==> src/rtl/elevator_car_ctrl.sv <==
// elevator_car_ctrl: SCAN-scheduled elevator car FSM timed by the divider's slow clock.
// Optional macro ELEVATOR_ESTOP_EN adds an estop input that freezes motion and doors.
module elevator_car_ctrl #(
  parameter int NUM_FLOORS      = 4,
  parameter int TICKS_PER_FLOOR = 4,
  parameter int DOOR_TICKS      = 6,
  parameter int FW              = $clog2(NUM_FLOORS)
) (
  input  logic                  clk,
  input  logic                  reset,
  input  logic                  slow_in,
  input  logic [NUM_FLOORS-1:0] call_req,
`ifdef ELEVATOR_ESTOP_EN
  input  logic                  estop,
`endif
  output logic [FW-1:0]         cur_floor,
  output logic                  dir_up,
  output logic                  moving,
  output logic                  door_open,
  output logic [NUM_FLOORS-1:0] pending
);

  localparam int MW = (TICKS_PER_FLOOR > 1) ? $clog2(TICKS_PER_FLOOR) : 1;
  localparam int DW = (DOOR_TICKS > 1) ? $clog2(DOOR_TICKS) : 1;
  localparam logic [MW-1:0] MV_LAST = MW'(TICKS_PER_FLOOR - 1);
  localparam logic [DW-1:0] DR_LAST = DW'(DOOR_TICKS - 1);
  localparam logic [FW-1:0] TOP     = FW'(NUM_FLOORS - 1);

  typedef enum logic [1:0] {
    S_IDLE,
    S_MOVE_UP,
    S_MOVE_DOWN,
    S_DOOR_OPEN
  } state_t;

  state_t                  r_state, w_state;
  logic [FW-1:0]           r_floor, w_floor;
  logic                    r_dir, w_dir;
  logic [NUM_FLOORS-1:0]   r_pend, w_pend;
  logic [MW-1:0]           r_mv_cnt, w_mv_cnt;
  logic [DW-1:0]           r_door_cnt, w_door_cnt;
  logic                    r_slow_prev;

  logic                    w_tick;
  logic [NUM_FLOORS-1:0]   w_eff;
  logic                    w_above, w_below, w_here;
  logic [FW-1:0]           w_step_floor;

  always_ff @(posedge clk) begin
    if (reset) begin
      r_state     <= S_IDLE;
      r_floor     <= '0;
      r_dir       <= 1'b1;
      r_pend      <= '0;
      r_mv_cnt    <= '0;
      r_door_cnt  <= '0;
      r_slow_prev <= 1'b0;
    end else begin
      r_state     <= w_state;
      r_floor     <= w_floor;
      r_dir       <= w_dir;
      r_pend      <= w_pend;
      r_mv_cnt    <= w_mv_cnt;
      r_door_cnt  <= w_door_cnt;
      r_slow_prev <= slow_in;
    end
  end

  always_comb begin
    w_tick  = slow_in & ~r_slow_prev;
    w_eff   = r_pend | call_req;
    w_above = 1'b0;
    w_below = 1'b0;
    for (int f = 0; f < NUM_FLOORS; f++) begin
      if (w_eff[f] && (f > int'(r_floor))) w_above = 1'b1;
      if (w_eff[f] && (f < int'(r_floor))) w_below = 1'b1;
    end
    w_here = w_eff[r_floor];
    // Saturating step: the car never wraps past either end
    if (r_state == S_MOVE_UP)
      w_step_floor = (r_floor == TOP) ? r_floor : r_floor + FW'(1);
    else
      w_step_floor = (r_floor == '0) ? r_floor : r_floor - FW'(1);
  end

  always_comb begin
    w_state    = r_state;
    w_floor    = r_floor;
    w_dir      = r_dir;
    w_pend     = w_eff;
    w_mv_cnt   = r_mv_cnt;
    w_door_cnt = r_door_cnt;
    case (r_state)
      S_IDLE: begin
        if (w_here) begin
          w_pend[r_floor] = 1'b0;
          w_door_cnt      = '0;
          w_state         = S_DOOR_OPEN;
        end else if (w_above && (r_dir || !w_below)) begin
          w_state = S_MOVE_UP;
          w_dir   = 1'b1;
        end else if (w_below) begin
          w_state = S_MOVE_DOWN;
          w_dir   = 1'b0;
        end
      end
      S_MOVE_UP, S_MOVE_DOWN: begin
        if (w_tick) begin
          if (r_mv_cnt == MV_LAST) begin
            w_mv_cnt = '0;
            w_floor  = w_step_floor;
            if (w_eff[w_step_floor]) begin
              w_pend[w_step_floor] = 1'b0;
              w_door_cnt           = '0;
              w_state              = S_DOOR_OPEN;
            end
          end else begin
            w_mv_cnt = r_mv_cnt + MW'(1);
          end
        end
      end
      S_DOOR_OPEN: begin
        // A fresh call at this floor re-opens the door
        if (w_here) begin
          w_pend[r_floor] = 1'b0;
          w_door_cnt      = '0;
        end else if (w_tick) begin
          if (r_door_cnt == DR_LAST) w_state = S_IDLE;
          else w_door_cnt = r_door_cnt + DW'(1);
        end
      end
      default: w_state = S_IDLE;
    endcase
`ifdef ELEVATOR_ESTOP_EN
    if (estop) begin
      w_state    = r_state;
      w_floor    = r_floor;
      w_dir      = r_dir;
      w_mv_cnt   = r_mv_cnt;
      w_door_cnt = r_door_cnt;
      w_pend     = w_eff;
    end
`endif
  end

  assign cur_floor = r_floor;
  assign dir_up    = r_dir;
  assign moving    = (r_state == S_MOVE_UP) || (r_state == S_MOVE_DOWN);
  assign door_open = (r_state == S_DOOR_OPEN);
  assign pending   = r_pend;

endmodule

==> config.mk <==
export PLATFORM = sky130hd
export DESIGN_NAME = elevator_car_ctrl
export DESIGN_NICKNAME = d
export VERILOG_FILES = /design/src/rtl/elevator_car_ctrl.sv
export SDC_FILE = /design/constraint.sdc
export NUM_CORES = 1
export LEC_CHECK = 0
export ABC_AREA = 1
export BUFFER_PORTS_ARGS = -buffer_cell sky130_fd_sc_hd__buf_2
export CORE_UTILIZATION = 50
export CTS_CLUSTER_DIAMETER = 100
export DETAILED_ROUTE_END_ITERATION = 10
export PLACE_DENSITY = 0.78
export SLEW_MARGIN = 20
export SYNTH_ARGS = -nofsm -noshare
export SYNTH_HDL_FRONTEND = slang
export SYNTH_SLANG_ARGS = --single-unit
==> constraint.sdc <==
create_clock -name clk -period 1.7 [get_ports clk]
set_clock_uncertainty 0.05 [all_clocks]
set_input_delay 0.17 -clock clk [delete_from_list [all_inputs] [get_ports clk]]
set_output_delay 0.17 -clock clk [all_outputs]
set_load 0.05 [all_outputs]
## Word-level counts from Yosys, hierarchy flattened

Cells that the tools add are included.

| operators by class | value |
|---|---|
| order comparisons | 10 |
| mux-type cells | 43 |
| reductions and logical operators | 22 |
| $mul | 0 |
| equality and inequality tests | 16 |
| $add $sub $neg | 4 |
| shifts and indexed selects | 0 |
| bitwise gates (word level) | 8 |
| div/mod/pow operators | 0 |

Operators by type and width:

| kind | count |
|---|---|
| $mux 2 | 13 |
| $mux 3 | 7 |
| $mux 4 | 4 |
| $mux 1 | 12 |
| $ne 2x2->1 const B | 5 |
| $logic_and 1x1->1 | 9 |
| $pmux 3 s3 | 1 |
| $and 4x4->4 | 2 |
| $eq 2x2->1 const B | 4 |
| $not 4->4 | 2 |
| $pmux 4 s2 | 1 |
| $reduce_and 7->1 | 1 |
| $lt 2x3->1 const B | 2 |
| $pmux 2 s3 | 1 |
| $reduce_and 3->1 | 2 |
| $reduce_and 6->1 | 1 |
| $add 2x1->2 const B | 2 |
| $bmux 1 s2 | 2 |
| $demux 1 s2 | 2 |
| $ge 2x1->1 const B | 2 |
| $gt 2x2->1 const A | 2 |
| $logic_not 2->1 | 2 |
| $lt 1x2->1 const A | 2 |
| $ne 2x1->1 const B | 2 |
| 17 further kinds | 20 |

| word-level totals | value |
|---|---|
| input port bits | 7 |
| RAM bits | 0 |
| output and inout port bits | 9 |
| ROM bits | 0 |
| register bits after elaboration | 15 |
| memories | 0 |
| latch bits | 0 |
| logic and storage cells | 110 |

## Longest topological paths before layout

| logic depth | value |
|---|---|
| depth after elaboration | 13 |
| mapped depth | 14 |
| mapped depth without buffers | 14 |

## Least setup slack after synthesis

No wires, ideal clock.

| path | value |
|---|---|
| path type | register -> register |
| start | register r_state[0] |
| end | register r_pend[2] (netlist: pending[2]) |
| required time | 1532 ps |
| arrival time | 1803 ps |
| period minus slack after synthesis | 1970 ps |
| cell stages (with the launch flop) | 10 |
| buffers on the path | 0 |
| setup slack | -270 ps |
| library setup time | 118 ps |
| path through | dfxtp_1 inv_1 ha_1 inv_1 nor2_1 nand2_1 nor2_1 nand3_1 o2111ai_1 inv_1 |

| between the ends | value |
|---|---|
| word-level cells in the longest chain between the ends | 12 |
| elaborated cells on any way between the ends | 20 |
| classes of those cells | 2 x order compare; 3 x eq/ne; 9 x mux; 2 x bitwise; 4 x reduce/logical |

Ends and longest elaborated chain:

| element | RTL line | source |
|---|---|---|
| start, declared | 36 | `state_t r_state, w_state;` |
| start signal, assigned | 59 | `r_state <= w_state;` |
| $eq 2x1->1 | 80, 93 |  |
| $mux 2 | 80 | `if (r_state == S_MOVE_UP)` |
| $lt 2x3->1 (not written as such) / $ge 2x1->1 (equally long branches) | 113 | `w_pend[w_step_floor] = 1'b0;` |
| $logic_and 1x1->1 (not written as such) | 113 |  |
| $mux 1 (not written as such) | 113 |  |
| $demux 1 s2 | 113 |  |
| $not 4->4 (no source line) | n/a |  |
| $and 4x4->4 (no source line) | n/a |  |
| $mux 4 | 112 | `if (w_eff[w_step_floor]) begin` |
| $mux 4 | 109 | `if (r_mv_cnt == MV_LAST) begin` |
| $mux 4 | 108 | `if (w_tick) begin` |
| $pmux 4 s2 (*) | 93 | `case (r_state)` |
| end signal, assigned | 62 | `r_pend <= w_pend;` |
| end, declared | 39 | `logic [NUM_FLOORS-1:0] r_pend, w_pend;` |

Mark *: on every way between the ends. The rest lies on a longest branch, timed or not. The select of a mux whose other input is x is not followed.
A chain may end at the register's enable or synchronous reset.

## Final worst setup path

| path | value |
|---|---|
| start | register r_floor[0] (netlist: cur_floor[0]) |
| end | register r_state[0] |

| between the ends | value |
|---|---|
| word-level cells in the longest chain between the ends | 11 |
| elaborated cells on any way between the ends | 39 |
| classes of those cells | 2 x add/sub; 6 x order compare; 4 x eq/ne; 16 x mux; 11 x reduce/logical |

Ends and longest elaborated chain:

| element | RTL line | source |
|---|---|---|
| start, declared | 37 | `logic [FW-1:0] r_floor, w_floor;` |
| start signal, assigned | 60 | `r_floor <= w_floor;` |
| $lt 1x2->1 | 76 | `if (w_eff[f] && (f < int'(r_floor))) w_below = 1'b1;` |
| $logic_and 1x1->1 | 76 |  |
| $mux 1 (3 in series) | 76 |  |
| $logic_not 1->1 | 99 | `end else if (w_above && (r_dir \|\| !w_below)) begin` |
| $logic_or 1x1->1 | 99 |  |
| $logic_and 1x1->1 | 99 |  |
| $mux 2 | 99 |  |
| $mux 2 | 95 | `if (w_here) begin` |
| $pmux 2 s3 | 93 |  |

Several ways; a longest one is shown, not always the timed one. The select of a mux whose other input is x is not followed.

==> flow_metrics.py <==
metrics = {
    "setup_path": {
        "classification_of_the_worst_setup_path": "reg -> reg",
        "worstPathBufferInverterCount": 1,
        "r2r_setup_slk_ns": 0.003,
        "critPathMostFrequentCell": "sky130_fd_sc_hd__nand2_1",
        "worstReg2RegEnd": "r_state[0]",
        "cp_slowest_cell": "sky130_fd_sc_hd__dfxtp_4",
        "worstSetupStartpointType": "register",
        "critical_path.max_stage_delay_ns": 0.40,
        "r2r-start": "cur_floor[0]",
        "critPathRequiredTime_ns": 1.84,
        "worstPathCellList": "inv_2, nand2_2, nor2_1, nor2_2, nand2_1, nand2_1, nand3_2, nor2_4, nand3_1, nand2_1, nor2_1",
        "reg2reg_depth": 11,
        "path_delay_family": "simple AND/OR/NAND/NOR gates",
        "timing.critical_path.fanout_max": 5,
        "crit_path_end_kind": "register",
        "worst-endpoint-arrival_ns": 1.84,
    },
    "worst_hold_path": {
        "hold_path_depth": 2,
        "holdPathEnd": "r_slow_prev",
        "min_from": "reset",
        "worst_hold_path_type": "in -> reg",
    },
    "power": {
        "p_clk_share_pct": 11.0,
        "switching_share_pct": 49.5,
        "netSwitchingPower_w": 0.000989,
        "power.static_leakage_nw": 0.687,
        "power_frac_comb_pct": 62.9,
        "total_power_w": 0.00200,
        "p_int_w": 0.00101,
        "pwr_density_cell_mw_per_mm2": 1470,
        "p_seq_share_pct": 26.1,
        "power.ir.vdd_worst_uv": 967,
    },
    "status": {
        "outcome": "finished, final reports clean",
    },
    "cells_and_area": {
        "post_route_cells_drive_above_1_share_pct": 33.3,
        "area_delta_synth_final_pct": 28.5,
        "diodes": 0,
        "most-common-layout-cells": "sky130_fd_sc_hd__nand2_1 (31), sky130_fd_sc_hd__inv_1 (23), sky130_fd_sc_hd__nor2_1 (23)",
        "filler_cell_count": 161,
        "layout.cells.most_common": "sky130_fd_sc_hd__nand2_1",
        "final_stage_net_count": 209,
    },
    "sta": {
        "rsz0062_at_grt": "true",
        "hold_viol_final": 0,
        "slew_headroom_pct": 72.6,
        "period_minus_slack_ns": 1.70,
        "timing.final.crit_share_pct": 99.8,
        "achievable-frequency_mhz": 589,
        "layout_setup_ws_ns": 0.00268,
        "finalMaxSlewViolations": 0,
        "tightest_slew_ns": 0.411,
        "finalSetupViolations": 0,
    },
    "clocking": {
        "postCtsHoldBufs": 0,
        "cts.htree.levels": 1,
        "cts_inserted_buffers": 3,
        "tritoncts": "built",
        "clk-insertion-delay-late_ns": 0.29,
        "clock_sinks": 15,
        "cts.root.buffer_cell": "sky130_fd_sc_hd__clkbuf_4",
        "clock_pin_transition_on_the_worst_setup_and_hold_timing_paths_ns": 0.10,
        "cts-root-to-sink-buffers": 2,
    },
    "floorplanning": {
        "die-width_um": 48.0,
        "row_count": 16,
        "initial_core_util_pct": 53.5,
        "pin_count": 16,
        "die_h_um": 48.0,
        "fp.coreArea_mm2": 0.00198,
        "die_area_mm2": 0.00231,
    },
    "global_routing": {
        "grt_antenna_before_repair": 0,
        "grt_util_all_layers_pct": 24.7,
        "grt_remaining_overflow": 0,
        "grt_pass1_wl_um": 3930,
        "grt_max_degree": 13,
        "first_global_vias": 946,
    },
    "routing": {
        "initialDrtViolationCount": 35,
        "drtAntennaViolNets": 0,
        "wl_um": 2780,
        "vias_per_cell": 5.25,
        "drt_drc_violations_left": 0,
        "num_vias": 1166,
        "tritonroute_pass_1_iters": 4,
        "route.detailed.wl_per_inst_um": 12.5,
    },
    "synth": {
        "synthesis.yosys.warnings": 0,
        "yosys.cell_types.count": 24,
        "total_nets_after_synthesis": 180,
        "ys_ff_latch": 15,
        "synthCells": 167,
        "synth.yosys.seq_area_share_pct": 28.3,
        "post_synth_instance_area_mm2": 0.00106,
        "synth.avg_cell_area_um2": 6.35,
    },
    "flow_run": {
        "timing.max_cap.violations": 0,
    },
    "placement": {
        "io_buffer_count": 15,
        "globalplace.congestion": 0.932,
        "hpwl_um": 1960,
        "dp_worst_setup_slack_ns": -0.0589,
    },
}
sequential cells by signal (all words and copies together) (netlist names):
signal       flops
cur_floor        2
r_state          2
r_door_cnt       3
pending          4
dir_up           1
r_slow_prev      1
r_mv_cnt         2
per-layer routing:
metal  vias up  GRT usage [%]  part of all wire, %
met1       523           31.6                   44
met4         0           10.6                  3.5
met5         -              0                    0
met2        44           41.1                   48
li1        587              -                    -
met3        12           3.77                  4.9
final cells by class:
cell class | count | area, um2 | share of cell area, %
Inverter | 29 | 111 | 8.18
Clock buffer | 4 | 26.3 | 1.93
Timing Repair Buffer | 24 | 145 | 10.7
Multi-Input combinational cell | 123 | 734 | 54.0
Tap cell | 27 | 33.8 | 2.48
Sequential cell | 15 | 310 | 22.8
logic make-up after synthesis:
group / count (synthesis) / synth area share, %
AO/OA/AOI/OAI: 22 / 13.0
XOR/XNOR: 1 / 0.827
adder cells (fa/ha/maj): 6 / 7.08
buffers and inverters: 30 / 10.6
flip-flops: 15 / 28.3
AND/OR/NAND/NOR: 93 / 40.1
synth_stat cells, drive strengths merged:
| cell | instances | area share (%) |
|---|---|---|
| nand2 | 43 | 18 |
| inv | 29 | 10 |
| nor2 | 29 | 12 |
| dfxtp | 15 | 28 |
| nand3 | 13 | 6.1 |
| a21oi | 12 | 6.7 |
| ha | 6 | 7.1 |
| nor3 | 4 | 1.9 |
| o211ai | 4 | 2.8 |
| o21ai | 4 | 1.9 |
| or2 | 3 | 1.8 |
| a211oi | 1 | 0.71 |
| clkbuf | 1 | 0.35 |
| nand4 | 1 | 0.59 |
| o2111ai | 1 | 0.83 |
| xor2 | 1 | 0.83 |
per-stage QoR:
stage | utilization [%] | instances | area [um2] | setup TNS, ns | hold WS (ns)
2_1_floorplan | - | 167 | 1080 | 0 | 0.191
3_3_place_gp | 61.9 | 214 | 1230 | 0 | 0.329
3_5_place_dp | 61.9 | 214 | 1230 | -0.246 | 0.335
4_1_cts | 64.0 | 219 | 1270 | 0 | 0.0160
5_1_grt | 68.7 | 222 | 1360 | -0.241 | 0.0145
6_report | 68.7 | 222 | 1360 | 0 | 0.0197
what timing repair did:
| item | in CTS | in global routing |
|---|---|---|
| buffers inserted | 0 | 3 |
| gates resized for setup | 5 | 22 |
| pin swaps | 1 | 7 |
| cloned | 1 | 0 |
| setup endpoints to repair | 5 | 8 |
| hold endpoints to repair | 0 | 0 |
worst max path at each step:
stage                 start          to  depth (start not counted)
2_1_floorplan    r_state[0]  pending[2]                          9
3_3_place_gp     r_state[1]  r_state[1]                         14
3_5_place_dp     r_state[1]  r_state[1]                         14
4_1_cts          r_state[0]  pending[2]                          9
5_1_grt        cur_floor[0]  r_state[1]                         11
6_report       cur_floor[0]  r_state[0]                         11
power groups by stage:
stage	Clock, W	Sequential [W]	Combinational (W)
floorplan	0	0.000578	0.000771
global placement	0	0.000521	0.00102
detailed placement	0	0.000525	0.00106
CTS	0.000224	0.000522	0.00110
global route	0.000236	0.000538	0.00137
finish	0.000220	0.000522	0.00126
No activity file was read; power rests on OpenSTA's default activity.
